$ cat src/rtl/ch376_pkg.sv
// Shared definitions for the CH376 host FIFO bridge.
//   - link_state_e : link sequencer state encodings
//   - STS_*        : bit positions in the CPU status byte
//   - CTL_*        : bit positions in the CPU control byte
package ch376_pkg;

  typedef enum logic [2:0] {
    ST_IDLE      = 3'd0,
    ST_ISSUE     = 3'd1,
    ST_WAIT_BUSY = 3'd2,
    ST_WAIT_DONE = 3'd3,
    ST_CAPTURE   = 3'd4
  } link_state_e;

  // Status byte, MSB first: {rx_en, rx_ovf, tx_ovf, busy, rx_full, rx_empty, tx_full, tx_empty}
  localparam int unsigned STS_TX_EMPTY = 0;
  localparam int unsigned STS_TX_FULL  = 1;
  localparam int unsigned STS_RX_EMPTY = 2;
  localparam int unsigned STS_RX_FULL  = 3;
  localparam int unsigned STS_BUSY     = 4;
  localparam int unsigned STS_TX_OVF   = 5;
  localparam int unsigned STS_RX_OVF   = 6;
  localparam int unsigned STS_RX_EN    = 7;

  // Control byte
  localparam int unsigned CTL_FLUSH   = 0;
  localparam int unsigned CTL_CLR_OVF = 1;
  localparam int unsigned CTL_RX_EN   = 2;

  localparam int unsigned DATA_W = 8;

  // Cycles spent in WAIT_BUSY when the link never drops ready
  localparam int unsigned BUSY_TIMEOUT = 4;
  localparam int unsigned BUSY_CNT_W   = 2;

  localparam logic [DATA_W-1:0] RX_EMPTY_BYTE = 8'hFF;

endpackage

$ cat src/rtl/sync_fifo8.sv
// Byte-wide synchronous FIFO used for both the TX and RX queues.
// Ports:
//   clk_i, reset_i   : clock, asynchronous active-high reset
//   flush_i          : empties the FIFO, overrides push/pop in that cycle
//   push_i, din_i    : write request and data
//   pop_i            : read request (ignored when empty)
//   dout_o           : head entry (valid when not empty)
//   full_o, empty_o  : occupancy flags
//   drop_o           : push rejected because the FIFO is full and not popping
module sync_fifo8 #(
  parameter int unsigned DEPTH = 16
) (
  input  logic       clk_i,
  input  logic       reset_i,
  input  logic       flush_i,
  input  logic       push_i,
  input  logic       pop_i,
  input  logic [7:0] din_i,
  output logic [7:0] dout_o,
  output logic       full_o,
  output logic       empty_o,
  output logic       drop_o
);

  localparam int unsigned AW = $clog2(DEPTH);

  logic [AW:0] wr_ptr_q, wr_ptr_d;
  logic [AW:0] rd_ptr_q, rd_ptr_d;
  logic [7:0]  mem_q [DEPTH];
  logic        pop_ok;
  logic        push_ok;

  // Extra pointer MSB distinguishes full from empty
  assign empty_o = (wr_ptr_q == rd_ptr_q);
  assign full_o  = (wr_ptr_q[AW] != rd_ptr_q[AW]) &&
                   (wr_ptr_q[AW-1:0] == rd_ptr_q[AW-1:0]);

  // A pop in the same cycle frees the slot, so a push into a full FIFO is accepted
  assign pop_ok  = pop_i & ~empty_o & ~flush_i;
  assign push_ok = push_i & (~full_o | pop_ok) & ~flush_i;
  assign drop_o  = push_i & full_o & ~pop_ok & ~flush_i;

  assign dout_o = mem_q[rd_ptr_q[AW-1:0]];

  // Pointer next-state
  always_comb begin
    wr_ptr_d = wr_ptr_q;
    rd_ptr_d = rd_ptr_q;
    if (flush_i) begin
      wr_ptr_d = '0;
      rd_ptr_d = '0;
    end else begin
      if (push_ok) wr_ptr_d = wr_ptr_q + (AW+1)'(1);
      if (pop_ok)  rd_ptr_d = rd_ptr_q + (AW+1)'(1);
    end
  end

  always_ff @(posedge clk_i or posedge reset_i) begin
    if (reset_i) begin
      wr_ptr_q <= '0;
      rd_ptr_q <= '0;
    end else begin
      wr_ptr_q <= wr_ptr_d;
      rd_ptr_q <= rd_ptr_d;
    end
  end

  // Storage is not reset; empty/full come from the pointers only
  always_ff @(posedge clk_i) begin
    if (push_ok) mem_q[wr_ptr_q[AW-1:0]] <= din_i;
  end

endmodule

$ cat src/rtl/ch376_host_fifo.sv
// CPU-to-SPI-link bridge for a CH376: buffers CPU writes in a TX FIFO, ships
// each byte over the link, and queues the byte returned per transfer in an RX FIFO.
// Ports:
//   clk, reset           : clock, asynchronous active-high reset
//   cpu_rd, cpu_wr       : level strobes, acted on once per assertion
//   cpu_a0               : 0 = data, 1 = status/control
//   cpu_din / cpu_dout   : CPU data in / combinational read data
//   link_wr, link_din    : one-cycle transfer start with byte to send
//   link_rd, link_dout   : one-cycle capture acknowledge with received byte
//   link_ready           : link idle
module ch376_host_fifo
  import ch376_pkg::*;
#(
  parameter int unsigned DEPTH = 16
) (
  input  logic              clk,
  input  logic              reset,
  input  logic              cpu_rd,
  input  logic              cpu_wr,
  input  logic              cpu_a0,
  input  logic [DATA_W-1:0] cpu_din,
  output logic [DATA_W-1:0] cpu_dout,
  output logic              link_wr,
  output logic [DATA_W-1:0] link_din,
  output logic              link_rd,
  input  logic [DATA_W-1:0] link_dout,
  input  logic              link_ready
);

  link_state_e state_q, state_d;
  logic [BUSY_CNT_W-1:0] cnt_q, cnt_d;

  logic wr_q, rd_q;
  logic rd_a0_q, rd_a0_d;
  logic tx_ovf_q, tx_ovf_d;
  logic rx_ovf_q, rx_ovf_d;
  logic rx_en_q, rx_en_d;
  logic link_wr_q, link_wr_d;
  logic link_rd_q, link_rd_d;
  logic [DATA_W-1:0] link_din_q, link_din_d;

  logic wr_rise, rd_fall;
  logic data_wr, ctl_wr, flush, clr_ovf;
  logic tx_push, tx_pop, rx_push, rx_pop;
  logic tx_full, tx_empty, tx_drop;
  logic rx_full, rx_empty, rx_drop;
  logic [DATA_W-1:0] tx_dout, rx_dout;
  logic busy;
  logic [DATA_W-1:0] status;

  // CPU strobe decode: writes act on the rising edge, reads on the falling edge
  assign wr_rise = cpu_wr & ~wr_q;
  assign rd_fall = ~cpu_rd & rd_q;
  assign data_wr = wr_rise & ~cpu_a0;
  assign ctl_wr  = wr_rise & cpu_a0;
  assign flush   = ctl_wr & cpu_din[CTL_FLUSH];
  assign clr_ovf = ctl_wr & cpu_din[CTL_CLR_OVF];

  // FIFO request mapping
  assign tx_push = data_wr;
  assign tx_pop  = (state_q == ST_ISSUE);
  assign rx_push = (state_q == ST_CAPTURE) & rx_en_q;
  // Register select was latched while cpu_rd was high; a0 may have moved since
  assign rx_pop  = rd_fall & ~rd_a0_q;

  assign busy = (state_q != ST_IDLE);

  sync_fifo8 #(.DEPTH(DEPTH)) u_tx_fifo (
    .clk_i   (clk),
    .reset_i (reset),
    .flush_i (flush),
    .push_i  (tx_push),
    .pop_i   (tx_pop),
    .din_i   (cpu_din),
    .dout_o  (tx_dout),
    .full_o  (tx_full),
    .empty_o (tx_empty),
    .drop_o  (tx_drop)
  );

  sync_fifo8 #(.DEPTH(DEPTH)) u_rx_fifo (
    .clk_i   (clk),
    .reset_i (reset),
    .flush_i (flush),
    .push_i  (rx_push),
    .pop_i   (rx_pop),
    .din_i   (link_dout),
    .dout_o  (rx_dout),
    .full_o  (rx_full),
    .empty_o (rx_empty),
    .drop_o  (rx_drop)
  );

  // Status byte assembly
  always_comb begin
    status               = '0;
    status[STS_TX_EMPTY] = tx_empty;
    status[STS_TX_FULL]  = tx_full;
    status[STS_RX_EMPTY] = rx_empty;
    status[STS_RX_FULL]  = rx_full;
    status[STS_BUSY]     = busy;
    status[STS_TX_OVF]   = tx_ovf_q;
    status[STS_RX_OVF]   = rx_ovf_q;
    status[STS_RX_EN]    = rx_en_q;
  end

  // CPU read mux
  always_comb begin
    cpu_dout = '0;
    if (cpu_rd) begin
      if (cpu_a0)        cpu_dout = status;
      else if (rx_empty) cpu_dout = RX_EMPTY_BYTE;
      else               cpu_dout = rx_dout;
    end
  end

  // Control/status register next-state; a new overflow wins over a same-cycle clear
  always_comb begin
    rd_a0_d  = cpu_rd ? cpu_a0 : rd_a0_q;
    tx_ovf_d = (tx_ovf_q & ~clr_ovf) | tx_drop;
    rx_ovf_d = (rx_ovf_q & ~clr_ovf) | rx_drop;
    rx_en_d  = ctl_wr ? cpu_din[CTL_RX_EN] : rx_en_q;
  end

  // Link sequencer next-state; link outputs are registered against the next state
  always_comb begin
    state_d    = state_q;
    cnt_d      = cnt_q;
    link_din_d = link_din_q;
    unique case (state_q)
      ST_IDLE: begin
        // Do not launch from a FIFO that is being flushed this cycle
        if (!tx_empty && link_ready && !flush) begin
          state_d    = ST_ISSUE;
          link_din_d = tx_dout;
        end
      end
      ST_ISSUE: begin
        state_d = ST_WAIT_BUSY;
        cnt_d   = '0;
      end
      ST_WAIT_BUSY: begin
        // Fall through after a fixed wait in case the busy phase was too short to see
        if (!link_ready || cnt_q == BUSY_CNT_W'(BUSY_TIMEOUT - 1)) begin
          state_d = ST_WAIT_DONE;
        end else begin
          cnt_d = cnt_q + BUSY_CNT_W'(1);
        end
      end
      ST_WAIT_DONE: begin
        if (link_ready) state_d = ST_CAPTURE;
      end
      ST_CAPTURE: begin
        state_d = ST_IDLE;
      end
      default: begin
        state_d = ST_IDLE;
      end
    endcase
    link_wr_d = (state_d == ST_ISSUE);
    link_rd_d = (state_d == ST_CAPTURE);
  end

  always_ff @(posedge clk or posedge reset) begin
    if (reset) begin
      state_q    <= ST_IDLE;
      cnt_q      <= '0;
      wr_q       <= 1'b0;
      rd_q       <= 1'b0;
      rd_a0_q    <= 1'b0;
      tx_ovf_q   <= 1'b0;
      rx_ovf_q   <= 1'b0;
      rx_en_q    <= 1'b1;
      link_wr_q  <= 1'b0;
      link_rd_q  <= 1'b0;
      link_din_q <= '0;
    end else begin
      state_q    <= state_d;
      cnt_q      <= cnt_d;
      wr_q       <= cpu_wr;
      rd_q       <= cpu_rd;
      rd_a0_q    <= rd_a0_d;
      tx_ovf_q   <= tx_ovf_d;
      rx_ovf_q   <= rx_ovf_d;
      rx_en_q    <= rx_en_d;
      link_wr_q  <= link_wr_d;
      link_rd_q  <= link_rd_d;
      link_din_q <= link_din_d;
    end
  end

  assign link_wr  = link_wr_q;
  assign link_rd  = link_rd_q;
  assign link_din = link_din_q;

endmodule

$ cat config.mk
export PLATFORM = sky130hd
export DESIGN_NAME = ch376_host_fifo
export DESIGN_NICKNAME = d
export VERILOG_FILES = /design/src/rtl/ch376_pkg.sv /design/src/rtl/sync_fifo8.sv /design/src/rtl/ch376_host_fifo.sv
export SDC_FILE = /design/constraint.sdc
export NUM_CORES = 1
export LEC_CHECK = 0
export ABC_AREA = 1
export ABC_CLOCK_PERIOD_IN_PS = 3900
export BUFFER_PORTS_ARGS = -buffer_cell sky130_fd_sc_hd__buf_2
export CELL_PAD_IN_SITES_DETAIL_PLACEMENT = 1
export CELL_PAD_IN_SITES_GLOBAL_PLACEMENT = 1
export CORE_MARGIN = 2
export CORE_UTILIZATION = 54
export DETAILED_ROUTE_END_ITERATION = 12
export PLACE_DENSITY_LB_ADDON = 0.08
export SETUP_SLACK_MARGIN = 0.2
export SYNTH_ARGS = -nofsm -noshare
export SYNTH_HDL_FRONTEND = slang
export SYNTH_SLANG_ARGS = --single-unit
export TNS_END_PERCENT = 100
$ cat constraint.sdc
create_clock -name clk -period 3.9 [get_ports clk]
set_clock_uncertainty 0.2 [all_clocks]
set_input_delay 0.78 -clock clk [delete_from_list [all_inputs] [get_ports clk]]
set_output_delay 0.78 -clock clk [all_outputs]
set_load 0.03 [all_outputs]
# --- After elaboration in Yosys (flattened, before gate mapping) ---
# Memory sizes are Yosys's and may differ from the RTL's. A register that Yosys moved wholly into a read port is not among the register bits.
# Cells that the tools add are included.
classes:
  addsub: 5
  multipliers: 0
  div_mod_pow: 0
  order_cmp: 0
  n_eq_ne: 14
  shift: 0
  muxes: 21
  bitwise_logic: 40
  n_reduce_logical: 17
ops:
  columns: ["operator", "n"]
  rows:
  - ["$mux 5", 8]
  - ["$and 1x1->1", 24]
  - ["$mux 8", 3]
  - ["$add 5x1->5 const B", 4]
  - ["$not 1->1", 12]
  - ["$pmux 3 s4", 1]
  - ["$eq 5x5->1", 2]
  - ["$reduce_bool 2->1", 5]
  - ["$mux 3", 3]
  - ["$eq 4x4->1", 2]
  - ["$eq 3x1->1 const B", 2]
  - ["$eq 3x2->1 const B", 2]
  - ["$eq 3x3->1 const B", 2]
  - ["$logic_and 1x1->1", 4]
  - ["$mux 1", 4]
  - ["$or 1x1->1", 4]
  - ["$pmux 2 s2", 1]
  - ["$reduce_and 2->1", 2]
  - ["$logic_not 1->1", 3]
  - ["$logic_not 3->1", 1]
  - ["$reduce_bool 3->1", 1]
  - ["$add 2x1->2 const B", 1]
  - ["$eq 2x2->1 const B", 1]
  - ["$mux 2", 1]
  - ["other kinds (3)", 4]
totals:
  ff_bits: 33
  latchBits: 0
  mem_bits_rw: 256
  mem_bits_ro: 0
  input_bits: 22
  out_inout_bits: 18
  wordCells: 113
  mem_count: 2
memory_table:
  columns: ["name", "depth", "width", "read_ports", "rd_ports_with_merged_regs", "write_ports", "line", "text"]
  rows:
  - ["u_rx_fifo.mem_q", 16, 8, 1, 0, 1, "sync_fifo8.sv:29", "logic [7:0] mem_q [DEPTH];"]
  - ["u_tx_fifo.mem_q", 16, 8, 1, 1, 1, "sync_fifo8.sv:29", null]

# --- Depth between registers and ports, before layout ---
logic_depth:
  ltp_word: 11
  ltp_mapped: 12
  mapped_depth_nobuf: 11

# --- Cells and area by module ---
# A second synthesis with hierarchy kept.
hier_totals:
  hier_cells: 1082
  hier_area_um2: 12654.6
by_module_without_submodules:
  columns: ["mod", "n_inst", "cells_each", "area_per_inst_um2", "seq_area_each_um2"]
  rows:
  - ["sync_fifo8 at u_rx_fifo", 1, 479, 5810.6, 4093.9]
  - ["sync_fifo8 at u_tx_fifo", 1, 478, 5796.8, 4093.9]
  - ["ch376_host_fifo", 1, 125, 1047.3, 526.8]

# --- Least setup slack after synthesis ---
# Ideal clock, no wire load.
synth_timing:
  path_type: "input -> register"
  start: "in cpu_rd"
  end: "mem u_rx_fifo.mem_q[6][0], enable pin"
  setup_time_ns: 0.383
  t_arrival_ns: 2.198
  required_time_ns: 3.317
  path_slack_ns: 1.118
  stages: 7
  path_buffers: 2
  cell_sequence: "buf_6 -> nor2_2 -> nand2_1 -> o211ai_4 -> nand2_4 -> buf_6 -> nor3_1"
synth_between:
  elab_chain_cells: 10
synth_rtl:
  columns: ["element", "line", "text"]
  rows:
  - ["from (decl)", "ch376_host_fifo.sv:18", "input logic cpu_rd,"]
  - ["$not 1->1", "ch376_host_fifo.sv:53", "assign rd_fall = ~cpu_rd & rd_q;"]
  - ["$and 1x1->1", "ch376_host_fifo.sv:53", null]
  - ["$and 1x1->1", "ch376_host_fifo.sv:64", "assign rx_pop = rd_fall & ~rd_a0_q;"]
  - ["$and 1x1->1 (2 in series)", "sync_fifo8.sv:39", "assign pop_ok = pop_i & ~empty_o & ~flush_i;"]
  - ["$or 1x1->1", "sync_fifo8.sv:40", "assign push_ok = push_i & (~full_o | pop_ok) & ~flush_i;"]
  - ["$and 1x1->1 (2 in series)", "sync_fifo8.sv:40", null]
  - ["$mux 1", "sync_fifo8.sv:70", "if (push_ok) mem_q[wr_ptr_q[AW-1:0]] <= din_i;"]
  - ["$mux 1 (implied by the code)", "sync_fifo8.sv:70", null]
  - ["to (decl)", "sync_fifo8.sv:29", null]
# Every way passes these cells.

# --- Final worst setup path ---
layout_timing:
  start: "reg u_rx_fifo.rd_ptr_q[1]"
  end: "out cpu_dout[4]"
layout_between:
  elab_chain_cells: 4
  elab_cells_between_ends: 5
  classes_between: "1 x eq/ne; 3 x mux; 1 x memory"
layout_rtl:
  columns: ["element", "line", "text"]
  rows:
  - ["from (decl)", "sync_fifo8.sv:28", "logic [AW:0] rd_ptr_q, rd_ptr_d;"]
  - ["from (signal assigned)", "sync_fifo8.sv:64", "rd_ptr_q <= rd_ptr_d;"]
  - ["$mem_v2 16x8 or $eq 5x5->1 (tied branches)", null, null]
  - ["$mux 8 (*)", "ch376_host_fifo.sv:112", "else if (rx_empty) cpu_dout = RX_EMPTY_BYTE;"]
  - ["$mux 8 (*)", "ch376_host_fifo.sv:111", "if (cpu_a0) cpu_dout = status;"]
  - ["$mux 8 (*)", "ch376_host_fifo.sv:110", "if (cpu_rd) begin"]
  - ["to (decl)", "ch376_host_fifo.sv:22", "output logic [DATA_W-1:0] cpu_dout,"]
# Mark *: on every way between the ends. The rest lies on a longest branch, timed or not.

==> results.txt <==
- Number of global-route vias before repair: 8988
- Headroom to the max-slew limit: 39.58%
- Most frequent standard cell in the layout excluding fill and tap cells: edfxtp_1
* Io pins: 40
- Initial Utilization: 54.65%
* P&R area growth vs syn: 12.89%
- After the flow finishes, the layout carries non-filler instances totaling 1531.
- For the finished layout, the period the worst path requires is 3.554 ns.
- Synthesized flop and latch total: 297
- For this run, the slowest stage of the critical path takes 0.40 ns.
- Post-synthesis cell type count: 32
- 0 antenna diodes ended up in the layout.
* # nets final: 1221
- Fillers: 2440
- Post-synthesis sequential area ratio: 68.55%
- Capture point of the worst path: cpu_dout[4]
- DRC violation count after routing: 0
* Cell Area, Placed: 13340 um2
- The initial antenna violation count was 0.
* Slew of the pin with the lowest slew margin: 0.9050 ns
* Largest fanout on the critical path: 23
- The most numerous cell type found on the critical path is nand2_1.
* Hold Crit Class: input pin to register
* Final count of hold timing violations: 0
- The clock net in this run drives a total of 297 sinks.
* Area contributors post-synth: edfxtp_1 60%, dfrtp_1 7.9%, nor2_1 6.6%
- The count of nets left with antenna violations once routing finished came out at 0.
* Number of max-cap violations: 0
* Cts bufs inserted: 31
* Depth of the CTS H-tree: 1
- Number of cell instances on the worst register-to-register path: 9
- In this run the mean area of a mapped cell was 11.27 um2.
* Vias per inst: 5.735
- Of the cells placed in the final design, the portion with a size suffix greater than 1 is 12.71%.
- Setup repair after global routing left no endpoint under its margin.
* Detail-routed net length per standard cell: 22.00 um
- Cells fill 61.70% of the core in the end.
- End of the worst register-to-register path: u_tx_fifo.mem_q[2][6]
- The pre-antenna-repair detailed-routing pass consisted of 6 iterations.
* Logic depth of the worst path, buffers included: 10
- Measured along the y axis, the die boundary spans 157.4 um.
- Sum of negative setup slack: 0 ns
- The final critical path takes up 91.13% of the cycle.
* Final count of negative-setup-slack endpoints: 0
- The die is 157.4 um wide.
- Category of the worst setup path launch point: register
- Data required time of the critical path: 2.92 ns
* Half-perimeter wire length after detailed placement: 21030 um
- For the worst setup path, the data arrival time is 2.57 ns.
- The biggest area contributor in the post-synthesis netlist is edfxtp_1.
- Warnings from Yosys: 0
- Top library cells by usage in the layout, fill and taps aside: 256 x edfxtp_1, 223 x nor2_1, 153 x o21ai_0
- Global-route congestion overflow total: 0
- When the netlist entered floorplanning its net count stood at 1161.
* Maximum number of pins on one net before global-route repair: 68
- Die Footprint: 24790 um2
- In this run the power density over the cells is 667.9 nW/um2.
- Worst reg-to-reg setup slack: 1.36 ns
- Highest Clock Rate: 0.2814 GHz
* Global Route Usage Sum: 27.54%
- STA classifies the critical path endpoint as an output pin.
- Final hold analysis gives a worst-case slack of 0.1982 ns.
- Routability-driven placement finished with a final weighted congestion of 0.8245.
* Start point of the critical path: u_rx_fifo.rd_ptr_q[1]
* Peak supply drop: 448.7 uV
- The max-slew violation count is 0.
- After floorplanning, the core was divided into 56 placement rows.
- Origin of the critical flop-to-flop path: u_tx_fifo.rd_ptr_q[0]
- Wires add up to 33690 um.
* Overall Power: 9.587 mW
* Global-route wire length before repair: 51380 um
* Lkg Pwr: 5.391 nW
- On the critical path, the stage with the largest delay is an instance of dfrtp_1.
- The signal on the critical path passes through buf_4 -> nand2_1 -> nand2_1 -> nand2_1 -> nor2_4 -> nand2_1 -> nand2_2 -> nor2_1 -> a21oi_1 -> buf_2.
* TritonCTS clock tree: built
- Yosys top cell area share: 60.47%
* Area of the mapped netlist: 12710 um2
* Routed via count: 8780
- The number of hold buffers added after CTS was 0.
- At the later pin of the worst-skew pair, clock insertion delay measures 0.56 ns.
- Cell total after placement: 1473
- Synthesis produced a netlist whose cell count is 1128.
- Core ar.: 23260 um2
* Status: completed
- First DRT Iteration DRCs: 722
* Final Cell Area: 14350 um2
- Counting along the longest clock path gives a buffer depth of 3.
- Clock root buffer: clkbuf_16
* Count of buffering cells on the critical path with inverters included: 2
- In this run the tool buffered the top-level ports with 39 buffer cells.
- The cell family contributing the most delay on the critical path is simple AND/OR/NAND/NOR gates.
- At the placement stage, the worst setup path has a slack of 0.5919 ns.
- The critical path is of the register to output pin type.
- Setup slack closes at 0.3458 ns.
- Clock-pin slew was measured on the worst setup and hold paths at 0.06 ns.
state kept, by name, summed over array words and instances, names as in the netlist, 2 cells and up:
name / flops
u_rx_fifo.mem_q: 128
u_tx_fifo.mem_q: 128
link_din: 8
u_rx_fifo.rd_ptr_q: 5
u_rx_fifo.wr_ptr_q: 5
u_tx_fifo.rd_ptr_q: 5
u_tx_fifo.wr_ptr_q: 5
state_q: 3
cnt_q: 2
report_power, final:
part,internal (mW),switching [mW],total [mW]
Combinational,0.848,2.04,2.89
Sequential,3.62,0.225,3.84
Clock,1.67,1.19,2.85
worst min path at each step:
| stage | start | end | slack [ns] | cells past startpoint |
|---|---|---|---|---|
| after floorplan | cnt_q[0] | cnt_q[0] | 0.26 | 1 |
| after global placement | cnt_q[0] | cnt_q[0] | 0.29 | 1 |
| after detailed placement | cnt_q[0] | cnt_q[0] | 0.31 | 1 |
| after CTS | cpu_wr | wr_q | 0.19 | 1 |
| after global routing | cpu_wr | wr_q | 0.19 | 1 |
| final | cpu_wr | wr_q | 0.20 | 1 |
per-layer routing:
metal	GRT usage [%]	wire (um)	vias to the layer above	share of wire [%]
met1	40.90	15310	4458	45
met3	3.965	1706	44	5.1
li1	-	-	4045	-
met4	5.887	641	0	1.9
met2	43.65	16030	233	48
met5	0	0	-	0
cells in the mapped netlist:
master,instances
o21ai_1,9
dfstp_2,1
nand3_1,50
clkbuf_1,14
clkinv_1,3
buf_4,7
nand4_1,7
nand2_4,2
edfxtp_1,256
xnor2_1,7
nand2_2,5
dfrtp_1,40
clkbuf_2,1
buf_6,3
nor2_4,2
nor3_1,33
nand3_2,2
o211ai_1,31
ha_1,11
a21oi_1,18
xor2_1,13
inv_1,54
nand2_1,139
inv_2,6
buf_2,31
o211ai_4,2
nor2_1,223
nor2_2,2
o21ai_0,153
inv_4,1
nor2_8,1
nor4_4,1
kinds of logic after synthesis:
group / synth area share [%]
and+or+nand+nor: 15.48
DFF: 68.55
AOI/OAI and AO/OA: 9.251
buffers and inverters: 4.261
xor gates and xnor gates: 1.378
adders and majority gates: 1.083
final cells by class:
cell class | count | area [um2] | area share [%]
Clock buffer | 41 | 863.3 | 6.015
Clock inverter | 16 | 115.1 | 0.8020
Inverter | 64 | 242.7 | 1.691
Multi-Input combinational cell | 711 | 3460 | 24.10
Sequential cell | 297 | 8722 | 60.77
Tap cell | 319 | 399.1 | 2.781
Timing Repair Buffer | 83 | 550.5 | 3.836
what timing repair did:
item | 4_1_cts | 5_1_grt
pin swaps | 0 | 1
buffers inserted | 0 | 1
resized for setup | 4 | 5
setup endpoints to repair | 8 | 8
endpoints found under the hold margin | 0 | 0
Power figures use the tool's default switching activity.
